<file path="src/rtl/reaction_sequencer.sv">
// rtl/reaction_sequencer.sv - round controller driving the countdown ms timer for the reaction-time game
module reaction_sequencer #(
  parameter int          MAX_MS       = 2047,
  parameter int          MIN_DELAY_MS = 500,
  parameter int          DELAY_MASK   = 1023,
  parameter int          WIN_MS       = 1000,
  parameter logic [15:0] LFSR_SEED    = 16'hACE1
) (
  input  logic                        clk,
  input  logic                        reset,
  input  logic                        start,
  input  logic                        button,
  input  logic [$clog2(MAX_MS)-1:0]   timer_value,
  output logic                        timer_enable,
  output logic [$clog2(MAX_MS)-1:0]   timer_start_value,
  output logic                        led_on,
  output logic [$clog2(MAX_MS)-1:0]   result_ms,
  output logic                        result_valid,
  output logic                        false_start,
  output logic                        timeout
);

  localparam int W = $clog2(MAX_MS);

  localparam logic [2:0] S_IDLE   = 3'd0;
  localparam logic [2:0] S_LOAD_D = 3'd1;
  localparam logic [2:0] S_DELAY  = 3'd2;
  localparam logic [2:0] S_LOAD_W = 3'd3;
  localparam logic [2:0] S_REACT  = 3'd4;
  localparam logic [2:0] S_DONE   = 3'd5;

  localparam logic [15:0]  MASK16 = DELAY_MASK[15:0];
  localparam logic [W-1:0] MIN_W  = W'(MIN_DELAY_MS);
  localparam logic [W-1:0] WIN_W  = W'(WIN_MS);

  logic [2:0]   state;
  logic [15:0]  lfsr;
  logic         lfsr_fb;
  logic [W-1:0] delay_next;
  logic [W-1:0] react_ms;

  assign lfsr_fb    = lfsr[15] ^ lfsr[13] ^ lfsr[12] ^ lfsr[10];
  assign delay_next = MIN_W + W'(lfsr & MASK16);
  // A timer value above the window cannot happen with a well-behaved timer; clamp so the result never wraps.
  assign react_ms   = (timer_value > WIN_W) ? '0 : (WIN_W - timer_value);

  always_ff @(posedge clk) begin
    if (reset) begin
      state             <= S_IDLE;
      lfsr              <= LFSR_SEED;
      timer_enable      <= 1'b0;
      timer_start_value <= '0;
      led_on            <= 1'b0;
      result_ms         <= '0;
      result_valid      <= 1'b0;
      false_start       <= 1'b0;
      timeout           <= 1'b0;
    end else begin
      lfsr         <= {lfsr[14:0], lfsr_fb};
      result_valid <= 1'b0;
      case (state)
        S_IDLE, S_DONE: begin
          if (start) begin
            timer_start_value <= delay_next;
            false_start       <= 1'b0;
            timeout           <= 1'b0;
            state             <= S_LOAD_D;
          end
        end
        S_LOAD_D: begin
          timer_enable <= 1'b1;
          state        <= S_DELAY;
        end
        S_DELAY: begin
          if (button) begin
            false_start  <= 1'b1;
            timer_enable <= 1'b0;
            state        <= S_DONE;
          end else if (timer_value == '0) begin
            timer_enable      <= 1'b0;
            timer_start_value <= WIN_W;
            led_on            <= 1'b1;
            state             <= S_LOAD_W;
          end
        end
        S_LOAD_W: begin
          if (button) begin
            result_ms    <= '0;
            result_valid <= 1'b1;
            led_on       <= 1'b0;
            state        <= S_DONE;
          end else begin
            timer_enable <= 1'b1;
            state        <= S_REACT;
          end
        end
        S_REACT: begin
          // A press coinciding with expiry still counts as a press of the full window.
          if (button) begin
            result_ms    <= react_ms;
            result_valid <= 1'b1;
            led_on       <= 1'b0;
            timer_enable <= 1'b0;
            state        <= S_DONE;
          end else if (timer_value == '0) begin
            result_ms    <= WIN_W;
            timeout      <= 1'b1;
            led_on       <= 1'b0;
            timer_enable <= 1'b0;
            state        <= S_DONE;
          end
        end
        default: begin
          timer_enable <= 1'b0;
          led_on       <= 1'b0;
          state        <= S_IDLE;
        end
      endcase
    end
  end

endmodule
</file>
<file path="config.mk">
export PLATFORM = sky130hd
export DESIGN_NAME = reaction_sequencer
export DESIGN_NICKNAME = d
export VERILOG_FILES = /design/src/rtl/reaction_sequencer.sv
export SDC_FILE = /design/constraint.sdc
export NUM_CORES = 1
export LEC_CHECK = 0
export ABC_AREA = 1
export BUFFER_PORTS_ARGS = -buffer_cell sky130_fd_sc_hd__buf_2
export CAP_MARGIN = 5
export CORE_ASPECT_RATIO = 2
export CORE_MARGIN = 1.5
export CORE_UTILIZATION = 49
export CTS_CLUSTER_SIZE = 24
export DETAILED_ROUTE_END_ITERATION = 7
export GPL_TIMING_DRIVEN = 0
export PLACE_DENSITY = 0.75
export SETUP_SLACK_MARGIN = 0.05
export SLEW_MARGIN = 0
export SYNTH_ARGS = -nofsm -noshare
export SYNTH_HDL_FRONTEND = slang
export SYNTH_SLANG_ARGS = --single-unit
</file>
<file path="constraint.sdc">
create_clock -name clk -period 1.5 [get_ports clk]
set_clock_uncertainty 0.2 [all_clocks]
set_input_delay 0 -clock clk [delete_from_list [all_inputs] [get_ports clk]]
set_output_delay 0 -clock clk [all_outputs]
set_load 0.05 [all_outputs]
</file>
Word-level counts from Yosys, hierarchy flattened. Index checks and enable logic that the tools add are counted.

Logic and storage cells: 79. ROM bits: 0. Bits in registers: 46. Memories kept: 0. Output and inout bits: 27. RAM bits: 0. Input port bits: 15. Latch bits: 0.

Reduce and logical (&&, ||, !) cells: 17. Muxes and demuxes: 28. Divide/modulo/power cells: 0. Add/subtract/negate cells: 2. Equal/unequal tests: 16. Bitwise logic cells: 6. Shift operators: 0. $mul: 0. Order comparisons: 1.

Operators with widths (number): $mux 11 (6); $pmux 11 s2 (2); $ne 2x2->1 const B (8); $mux 3 (5); $pmux 3 s5 (1); $reduce_and 3->1 (4); $add 9x10->11 const A (1); $gt 11x10->1 const B (1); $logic_not 11->1 (1); $sub 10x11->11 const A (1); $mux 1 (10); $pmux 1 s4 (2); $reduce_and 4->1 (2); $reduce_or 2->1 (4); $eq 3x2->1 const B (2); $eq 3x3->1 const B (2); $ne 3x3->1 const B (2); $reduce_bool 2->1 (3); $reduce_and 5->1 (1); $pmux 1 s2 (2); $eq 3x1->1 const B (1); $logic_not 3->1 (1); $ne 3x1->1 const B (1); $not 1->1 (3); other kinds (2) (4).

Logic depth before layout (Yosys ltp). Gate-level depths: netlist of run 1.

Depth after elaboration: 4. Depth in mapped cells: 11. Mapped depth without buffers: 11.

Worst setup path before layout of run 1. No wires, ideal clock.

Path kind: register to register. Start: register state[0]. End: register timer_start_value[4]. Data arrival time: 1.150 ns. Setup time: 0.131 ns. Buffers on the path: 0. Data required time: 1.169 ns. Slack: 0.020 ns. Clock period less this slack: 1.480 ns. Stages on the path, launching flop included: 10. Cell sequence: dfxtp_1 > inv_2 > nand2_2 > nand3_4 > nor2_4 > inv_2 > nand3_4 > inv_2 > nand2_2 > a21oi_2.

Cells in the longest elaborated chain, start to end: 4. Elaborated cells between the ends (all ways): 10. Those cells by class: eq/ne: 5; mux: 1; reduce/logical: 4.

Ends and longest elaborated chain: from (decl) (RTL line 36) `logic [2:0] state;`; from (signal assigned) (RTL line 49) `state <= S_IDLE;`; from (signal assigned) (RTL line 67) `state <= S_LOAD_D;`; from (signal assigned) (RTL line 72) `state <= S_DELAY;`; $eq 3x3->1 / $logic_not 3->1 (equally long branches) (RTL line 61) `case (state)`; $reduce_or 2->1 (RTL line 61); $ne 2x2->1 (no source line) / $reduce_bool 2->1 (equally long branches); $reduce_and 4->1 (no source line); to (signal assigned) (RTL line 64) `timer_start_value <= delay_next;`; to (decl) (RTL line 15) `output logic [$clog2(MAX_MS)-1:0] timer_start_value,`.

Several ways; a longest one is shown, not always the timed one. A chain may end at the register's enable or synchronous reset.

Worst setup path after layout of run 1.
Start: register state[1]. End: register result_ms[10].

Cells in the longest elaborated chain, start to end: 3. Elaborated cells between the ends (all ways): 7. Those cells by class: eq/ne: 4; mux: 1; reduce/logical: 2.

Ends and longest elaborated chain: $eq 3x3->1 / $eq 3x2->1 (equally long branches) (RTL line 61); $ne 3x3->1 (no source line) (tied with other cells); $reduce_and 3->1 (no source line); to (signal assigned) (RTL line 100) `result_ms <= react_ms;`; to (decl) (RTL line 17) `output logic [$clog2(MAX_MS)-1:0] result_ms,`.

Several ways; a longest one is shown, not always the timed one.

==> impl_metrics.toml, run 1 <==
[outcome]
outcome = "finished with violations"
violations = "setup timing"

[final_layout]
drive_gt1_share_pct = 33.58
antenna_cells = 0
fin_util_pct = 70.16
final_nets = 416
final_cells = 453
area_growth_pct = 35.67

[power_and_ir_drop]
leakagePower_nw = 1.473
ir_drop_mv = 0.8891
power_density_nw_per_um2 = 1753
p_total_mw = 5.389

[setup_path]
crit_fanout = 10
startpoint_type = "flop"
required_ns = 1.53
cp.arrival_ns = 1.59
crit_path_end_kind = "flop"
setup.worst_path.class = "flop to flop"

[drt]
final_antenna_net_count = 0
vias = 2460
drt_iter0_markers = 78
first_pass_iters = 5
drcViolationCount = 0
drt_wl_total_um = 6742
routedWlPerCell_um = 14.88
vias_per_cell = 5.430

[synthesis]
yosys_most_used_dff = "dfxtp_1"
synth_area_leaders = "dfxtp_1, nand2_1, nor2_1"
synth_mux_area_share_pct = 0
ys_seq_elements = 46
synth_top_cell_by_area = "dfxtp_1"
synth_area_um2 = 2266
synth_top_family_by_area = "simple AND/OR/NAND/NOR gates"
synth_edf_count = 0
synth-async-reset-ratio_pct = 0
seq_area_frac_synth_pct = 40.64
yosys_warnings = 0
synth_nets = 336
synth-xor-area-share_pct = 1.933
syn_area_per_cell_um2 = 7.103
synth_fa_ha_area_share_pct = 1.104
netlist.area_leader.share_pct = 40.64
synth-simple-area-share_pct = 36.94
synth_compound_area_share_pct = 10.88
postSynthCellCount = 319
ys_types = 32

[placed_design]
dp.final_hpwl_um = 4141
port-buffer-count = 39
placedCellCount = 412
place_congestion = 0.8742

[sta]
setup-tns-final_ns = -0.6209
maxSlewHeadroom_pct = 61.32
fmaxAchievable_ghz = 0.6414
hold_violations = 0
tightest_slew_ns = 0.5802
finalSetupViolCount = 24
finalMaxSlewViolations = 0
setup_ws_ns = -0.05921
timing.final.crit_share_pct = 103.9
finalCriticalPeriod_ns = 1.559
holdWs_ns = 0.03679
rsz0062_at_grt = "true"

[cts]
cts-root-buf = "clkbuf_8"
clk_pin_slew_ns = 0.08
clock-sinks = 46
cts.path.max_buffers = 2
insertion_delay_ns = 0.30
cts_tree = "done"
cts_buffers = 5
h-tree-depth = 2

[global_routing]
antenna_found_initial = 0
track_usage_pct = 26.30
grt_pass1_wl_um = 10110
grt_max_degree = 14
first_global_vias = 2373
overflow = 0

[floorplanning]
start_util_pct = 51.71
die_w_um = 51.09
ioPinCount = 42
core-area_um2 = 4382
dieArea_um2 = 5066
fp.dieH_um = 99.17
num_rows = 34

[min_path]
holdCritPathClass = "primary input to flop"

[flow_run]
cap_violations = 0
[worst max-delay path, stage by stage, from the launching register on]
cell and delay, ns:
dfxtp_4 0.38, inv_6 0.09, nand3_4 0.13, inv_4 0.10, nand3_2 0.13, nand2_2 0.11, buf_6 0.14, nand2_1 0.07
a21oi_2 0.14
[metal layers]
metal	GRT usage, %	routed length (µm)	vias up
met5	0	0	-
met4	19.33	392	0
met3	3.604	365	36
met2	49.85	3800	120
met1	23.68	2184	1125
li1	-	-	1179
[cell families (layout without fill, tap and decap cells)]
family,Yosys count,after routing
adder cells (fa/ha/maj),2,2
buffers and inverters,49,128
flip-flops,46,46
AO/OA/AOI/OAI,43,43
AND/OR/NAND/NOR,174,175
XOR/XNOR,5,5
[metrics by stage]
stage / area, µm² / worst slack [ns]
2_1_floorplan: 2275 / 0.06251
3_3_place_gp: 2537 / -0.1594
3_5_place_dp: 2537 / -0.1943
4_1_cts: 2980 / 0.01563
5_1_grt: 3074 / -0.1238
6_report: 3074 / -0.05921
[layout make-up]
type	count	area (µm²)
Clock buffer	5	68.82
Fill cell	358	1308
Clock inverter	2	10.01
Timing Repair Buffer	72	495.5
Inverter	41	177.7
Sequential cell	46	932.1
Tap cell	54	67.56
Buffer	8	42.54
Multi-Input combinational cell	225	1280
[cells in the final DEF (no fill, tap or decap), types with 3 or more instances in the layout]
| cell | count |
|---|---|
| a21oi_1 | 21 |
| a21oi_2 | 6 |
| buf_2 | 42 |
| buf_4 | 16 |
| clkbuf_1 | 3 |
| clkbuf_8 | 5 |
| clkinv_2 | 3 |
| dfxtp_1 | 43 |
| dfxtp_4 | 3 |
| dlygate4sd3_1 | 16 |
| inv_1 | 28 |
| inv_2 | 6 |
| inv_4 | 3 |
| inv_6 | 3 |
| nand2_1 | 77 |
| nand2_2 | 10 |
| nand2_4 | 5 |
| nand3_1 | 16 |
| nand3_2 | 7 |
| nand3_4 | 4 |
| nand3b_1 | 3 |
| nand4_1 | 6 |
| nor2_1 | 33 |
| nor2_4 | 3 |
| o21ai_0 | 5 |
| o21ai_2 | 3 |
| or2_2 | 5 |
| xor2_1 | 3 |
[power by group]
group	switching [mW]	total, mW	internal [mW]
clock network	0.409	0.722	0.313
logic	2.02	3.00	0.978
registers	0.186	1.67	1.48
[state kept, by name, summed over array words and instances (netlist names)]
name,flops
timer_start_value,11
state,3
result_valid,1
led_on,1
timer_enable,1
false_start,1
lfsr,16
result_ms,11
timeout,1
[repair_timing]
| action | in CTS | in global routing |
|---|---|---|
| cloned | 0 | 1 |
| pin swaps | 8 | 9 |
| resized for setup | 24 | 23 |
| hold buffers | 16 | 0 |
| endpoints found under the hold margin | 20 | 0 |
| buffers inserted | 15 | 2 |
| setup endpoints to repair | 27 | 33 |
[worst paths after layout]
path	slack, ns	to	depth (start not counted)	startpoint
setup / recovery	-0.06	result_ms[10]$_SDFFE_PP0P_	8	state[1]$_SDFFE_PP0P_
hold / removal	0.04	result_ms[8]$_SDFFE_PP0P_	6	timer_value[8]
setup reg to reg	-0.06	result_ms[10]$_SDFFE_PP0P_	8	state[1]$_SDFFE_PP0P_
hold reg to reg	0.21	lfsr[12]$_SDFF_PP0_	2	lfsr[11]$_SDFF_PP1_
[synthesized netlist by cell type (3+ instances only)]
cell / n
inv_2: 10
buf_2: 3
inv_1: 30
nor3_1: 3
nand4_1: 6
nand3b_1: 3
nand2_2: 6
nor2_1: 35
nand3_4: 3
nand3_2: 3
xor2_1: 3
or2_2: 5
a21oi_1: 25
clkbuf_1: 4
nand2_1: 83
a21oi_2: 3
dfxtp_1: 46
o21ai_1: 3
o21ai_0: 7
nand3_1: 21
Power figures use the tool's default switching activity.
==> inputs of run 2 (changes only) <==
--- a/config.mk
+++ b/config.mk
@@ -8,13 +8,15 @@
 export ABC_AREA = 1
 export BUFFER_PORTS_ARGS = -buffer_cell sky130_fd_sc_hd__buf_2
 export CAP_MARGIN = 5
+export CELL_PAD_IN_SITES_DETAIL_PLACEMENT = 0
+export CELL_PAD_IN_SITES_GLOBAL_PLACEMENT = 1
 export CORE_ASPECT_RATIO = 2
 export CORE_MARGIN = 1.5
-export CORE_UTILIZATION = 49
+export CORE_UTILIZATION = 35
 export CTS_CLUSTER_SIZE = 24
 export DETAILED_ROUTE_END_ITERATION = 7
 export GPL_TIMING_DRIVEN = 0
-export PLACE_DENSITY = 0.75
+export PLACE_DENSITY_LB_ADDON = 0.1
 export SETUP_SLACK_MARGIN = 0.05
 export SLEW_MARGIN = 0
 export SYNTH_ARGS = -nofsm -noshare
==> impl_metrics.toml, run 2 (synthesis gave the netlist of run 1 again) <==
[power_and_ir_drop]
power_density_nw_per_um2 = 1825
p_total_mw = 5.778
clockPowerShare_pct = 18.1
p_seq_share_pct = 28.7
swShare_pct = 45.07
internal-power_mw = 3.173
pwr-share-comb_pct = 53.2
ir_drop_mv = 0.5228
power_switching_mw = 2.604
leakagePower_nw = 1.500

[outcome]
violations = "hold timing, setup timing"
outcome = "finished with violations"

[final_layout]
largest-register = "lfsr"
area_growth_pct = 39.70
antenna_cells = 0
largest_reg_flops = 16
nFillCells = 695
drive_gt1_share_pct = 32.17
final_nets = 418
layout_common_cells = "nand2_1, dfxtp_1, buf_2"
final_common_cell = "nand2_1"
top_regs = "lfsr x16, result_ms x11, timer_start_value x11"

[setup_path]
cp.arrival_ns = 1.49
crit_slowest_cell = "dfxtp_4"
crit_path_end_kind = "flop"
startpoint_type = "flop"
crit_fanout = 7
cpPeakStageDelay_ns = 0.40
setup.worst_path.class = "flop to flop"
required_ns = 1.45
path_cells = "inv_6 > nand2_4 > nand3_4 > nor2_4 > inv_4 > nand3_4 > inv_4 > nand2_2 > a21oi_2"
rr_worst_depth = 9

[floorplanning]
fp.dieH_um = 116.8
num_rows = 41
core-area_um2 = 6259
start_util_pct = 36.21
dieArea_um2 = 6995
ioPinCount = 42
die_w_um = 59.90

[sta]
finalCriticalPeriod_ns = 1.535
tightest_slew_ns = 0.6010
maxSlewHeadroom_pct = 59.94
holdWs_ns = -0.04420
finalSetupViolCount = 5
finalMaxSlewViolations = 0
rsz0062_at_grt = "true"
timing.final.crit_share_pct = 102.3
hold_violations = 4
setup_ws_ns = -0.03462
fmaxAchievable_ghz = 0.6516

[drt]
drcViolationCount = 0
vias = 2315
final_antenna_net_count = 0
vias_per_cell = 4.754
drt_wl_total_um = 6601
first_pass_iters = 6
drt_iter0_markers = 52
routedWlPerCell_um = 13.55

[placed_design]
dp.final_hpwl_um = 4618
place_congestion = 0.9062
pre_cts_ws_ns = -0.2149
port-buffer-count = 39

[flow_run]
cap_violations = 0

[min_path]
holdCritPathClass = "primary input to flop"
holdPathStages = 6

[cts]
insertion_delay_ns = 0.29
cts_buffers = 5
clk_pin_slew_ns = 0.06
cts-root-buf = "clkbuf_16"
cts_tree = "done"
cts.path.max_buffers = 2
h-tree-depth = 2
clock-sinks = 46

[global_routing]
first_global_vias = 2321
grt_pass1_wl_um = 10670
overflow = 0
grt_max_degree = 13
track_usage_pct = 20.68
antenna_found_initial = 0
==> run 2: cell count changes in the layout (fill, tap and decap cells not counted), sizes merged <==
cell,delta
buf,+5
clkbuf,+2
clkinv,-2
dlygate4sd3,-3
==> run 2: path summary, 6_finish.rpt <==
path,start,endpoint,slack (ns)
worst max-delay path,state[2]$_SDFFE_PP0P_,timer_start_value[2]$_SDFFE_PP0P_,-0.03
worst min-delay path,timer_value[8],result_ms[8]$_SDFFE_PP0P_,-0.04
worst max register to register,state[2]$_SDFFE_PP0P_,timer_start_value[2]$_SDFFE_PP0P_,-0.03
worst min register to register,lfsr[11]$_SDFF_PP1_,lfsr[12]$_SDFF_PP0_,0.21
==> run 2: timing repair <==
action	4_1_cts	5_1_grt
gates resized for setup	33	12
pin swaps	12	12
setup buffers	17	4
hold buffers	13	0
endpoints found under the setup margin	27	28
endpoints found under the hold margin	15	0
gates cloned	2	0
==> run 2: per-stage QoR <==
stage	instance area (µm²)	TNS (ns)	hold slack, ns	utilization [%]	instances
CTS	3097	-0.007492	-0.05076	49.48	483
global placement	2577	-3.815	0.06960	41.18	444
detailed placement	2577	-4.395	0.07141	41.18	444
global route	3166	-1.184	0.02203	50.58	487
finish	3166	-0.1007	-0.04420	50.58	487
floorplan	2275	0	-0.05278	-	319
==> run 2: layout make-up <==
class / count / area (µm²) / share of cell area [%]
flip-flops and latches: 46 / 932.1 / 29.45
clock buffers: 7 / 132.6 / 4.190
inverters: 41 / 181.4 / 5.731
well taps: 86 / 107.6 / 3.399
plain buffers: 8 / 41.29 / 1.304
multi-input cells: 225 / 1269 / 40.08
repair buffers: 74 / 501.7 / 15.85
==> run 2: worst max-delay path: cells and delay by family (launching register included) <==
kind	cells	cell delay (ns)
flops	1	0.40
compound gates	1	0.05
buf+inv	3	0.21
simple gates	5	0.54
==> run 2: power groups by stage <==
stage | registers, mW | clock network (mW) | logic, mW
6_report | 1.66 | 1.04 | 3.08
5_1_grt | 1.69 | 1.11 | 3.32
4_1_cts | 1.66 | 1.07 | 2.91
3_5_place_dp | 1.65 | 0 | 2.32
3_3_place_gp | 1.64 | 0 | 2.30
2_1_floorplan | 2.25 | 0 | 1.20
==> run 2: per-layer routing <==
metal	track usage, %	wire [µm]	share of wire [%]
met5	0	0	0
met3	3.077	143	2.2
met1	18.63	2218	34
met2	40.94	3944	60
met4	11.26	295	4.5
==> inputs of run 3 (changes only) <==
--- a/config.mk
+++ b/config.mk
@@ -16,7 +16,7 @@
 export CTS_CLUSTER_SIZE = 24
 export DETAILED_ROUTE_END_ITERATION = 7
 export GPL_TIMING_DRIVEN = 0
-export PLACE_DENSITY_LB_ADDON = 0.1
+export PLACE_DENSITY = 0.73
 export SETUP_SLACK_MARGIN = 0.05
 export SLEW_MARGIN = 0
 export SYNTH_ARGS = -nofsm -noshare
==> impl_metrics.toml, run 3 (synthesis gave the netlist of run 1 again) <==
[global_routing]
grt_pass1_wl_um = 9860
overflow = 0
track_usage_pct = 19.16
antenna_found_initial = 0
grt_max_degree = 13
first_global_vias = 2175

[floorplanning]
die_w_um = 59.90
start_util_pct = 36.21
ioPinCount = 42
num_rows = 41
dieArea_um2 = 6995
fp.dieH_um = 116.8
core-area_um2 = 6259

[placed_design]
placedCellCount = 444
port-buffer-count = 39
place_congestion = 0.8376
dpl_cell_area_um2 = 2577
dp.final_hpwl_um = 4551

[final_layout]
largest-register = "lfsr"
final_cells = 488
fin_area_um2 = 3157
top_regs = "lfsr x16, result_ms x11, timer_start_value x11"
area_growth_pct = 39.32
drive_gt1_share_pct = 30.85
fin_util_pct = 50.44
final_nets = 419
largest_reg_flops = 16
final_common_cell = "nand2_1"
layout_common_cells = "nand2_1, dfxtp_1, buf_2"
antenna_cells = 0

[min_path]
holdCritPathClass = "primary input to flop"
holdPathStages = 6
min-delay-start = "timer_value[7]"
holdPathEnd = "timeout$_SDFFE_PP0P_"

[setup_path]
rr_worst_depth = 9
crit_slowest_cell = "dfxtp_4"
r2r_start = "state[2]$_SDFFE_PP0P_"
required_ns = 1.46
crit_family = "simple AND/OR/NAND/NOR gates"
startpoint_type = "flop"
cpPeakStageDelay_ns = 0.40
r2r-end = "timer_start_value[2]$_SDFFE_PP0P_"
crit_fanout = 7
path_cells = "inv_6 > nand2_4 > nand3_4 > nor2_4 > inv_4 > nand3_4 > inv_4 > nand2_2 > a21oi_2"
setup.worst_path.class = "flop to flop"
crit_path_end_kind = "flop"
cp.arrival_ns = 1.46
cp_num_buf_inv = 3
timing.reg2reg.setup_slack_ns = -0.004

[sta]
timing.final.crit_share_pct = 100.3
maxSlewHeadroom_pct = 59.14
finalMaxSlewViolations = 0
fmaxAchievable_ghz = 0.6647
rsz0062_at_grt = "true"
tightest_slew_ns = 0.6129
setup_ws_ns = -0.004372
holdWs_ns = -0.03001
setup-tns-final_ns = -0.004372
finalSetupViolCount = 1
finalCriticalPeriod_ns = 1.504
hold_violations = 1

[drt]
vias_per_cell = 4.701
first_pass_iters = 4
final_antenna_net_count = 0
vias = 2294
routedWlPerCell_um = 13.02
drcViolationCount = 0
drt_wl_total_um = 6356
drt_iter0_markers = 54

[cts]
cts.path.max_buffers = 2
cts_tree = "done"
cts_buffers = 5
clk_pin_slew_ns = 0.06
clock-sinks = 46
insertion_delay_ns = 0.29
cts-root-buf = "clkbuf_16"
h-tree-depth = 2

[outcome]
violations = "hold timing, setup timing"
outcome = "finished with violations"

[power_and_ir_drop]
leakagePower_nw = 1.493
power_density_nw_per_um2 = 1790
ir_drop_mv = 0.6169

[flow_run]
cap_violations = 0
-- run 3: changes by cell type in the layout (fill, tap and decap cells not counted), sizes merged --
cell and change:
buf -2, dlygate4sd3 +3
-- run 3: power by group --
part	switching, mW	internal (mW)	total (mW)	leakage [nW]
sequential	0.178	1.48	1.66	0.381
clock	0.454	0.610	1.06	0.0640
combinational	1.90	1.03	2.92	1.05
total	2.53	3.12	5.65	1.49
-- run 3: how the worst max path moves through the flow --
stage                          startpoint                           endpoint  slack [ns]  cells after the start
global route        state[0]$_SDFFE_PP0P_  timer_start_value[2]$_SDFFE_PP0P_       -0.08                      9
global placement           timer_value[0]          result_ms[7]$_SDFFE_PP0P_       -0.19                     11
finish              state[2]$_SDFFE_PP0P_  timer_start_value[2]$_SDFFE_PP0P_      -0.004                      9
floorplan           state[1]$_SDFFE_PP0P_  timer_start_value[4]$_SDFFE_PP0P_        0.06                     10
detailed placement         timer_value[0]          result_ms[9]$_SDFFE_PP0P_       -0.21                      9
CTS                 state[0]$_SDFFE_PP0P_  timer_start_value[2]$_SDFFE_PP0P_       0.005                     10
-- run 3: per-layer routing --
metal	GRT usage [%]	share of wire [%]	vias up
met5	0	0	-
met3	3.626	2.9	16
met4	11.85	4.4	0
met2	36.45	58	44
li1	-	-	1182
met1	17.52	35	1052
-- run 3: through the flow --
step           setup WS [ns]  power, mW  hold WS [ns]
5_1_grt             -0.07675      6.001       0.03005
3_5_place_dp         -0.2109      3.937       0.07867
4_1_cts             0.004808      5.463      -0.05180
3_3_place_gp         -0.1899      3.924       0.07479
2_1_floorplan        0.06251      3.447      -0.05278
6_report           -0.004372      5.650      -0.03001
-- run 3: area by class of cell --
| class | count | area [µm²] |
|---|---|---|
| Timing Repair Buffer | 75 | 513.0 |
| Buffer | 8 | 41.29 |
| Multi-Input combinational cell | 225 | 1249 |
| Clock buffer | 7 | 132.6 |
| Sequential cell | 46 | 932.1 |
| Inverter | 41 | 181.4 |
| Tap cell | 86 | 107.6 |
| Fill cell | 675 | 3102 |
-- run 3: worst register-to-register path, stage by stage (launching register included) --
cell     delay [ns]
dfxtp_4        0.40
inv_6          0.06
nand2_4        0.08
nand3_4        0.08
nor2_4         0.18
inv_4          0.08
nand3_4        0.12
inv_4          0.06
nand2_2        0.06
a21oi_2        0.05
-- run 3: what timing repair did --
action | 4_1_cts | 5_1_grt
gates resized for setup | 26 | 13
endpoints found under the hold margin | 15 | 2
buffers inserted | 15 | 4
cloned | 1 | 1
pin swaps | 8 | 5
endpoints found under the setup margin | 27 | 27
hold buffers | 14 | 2
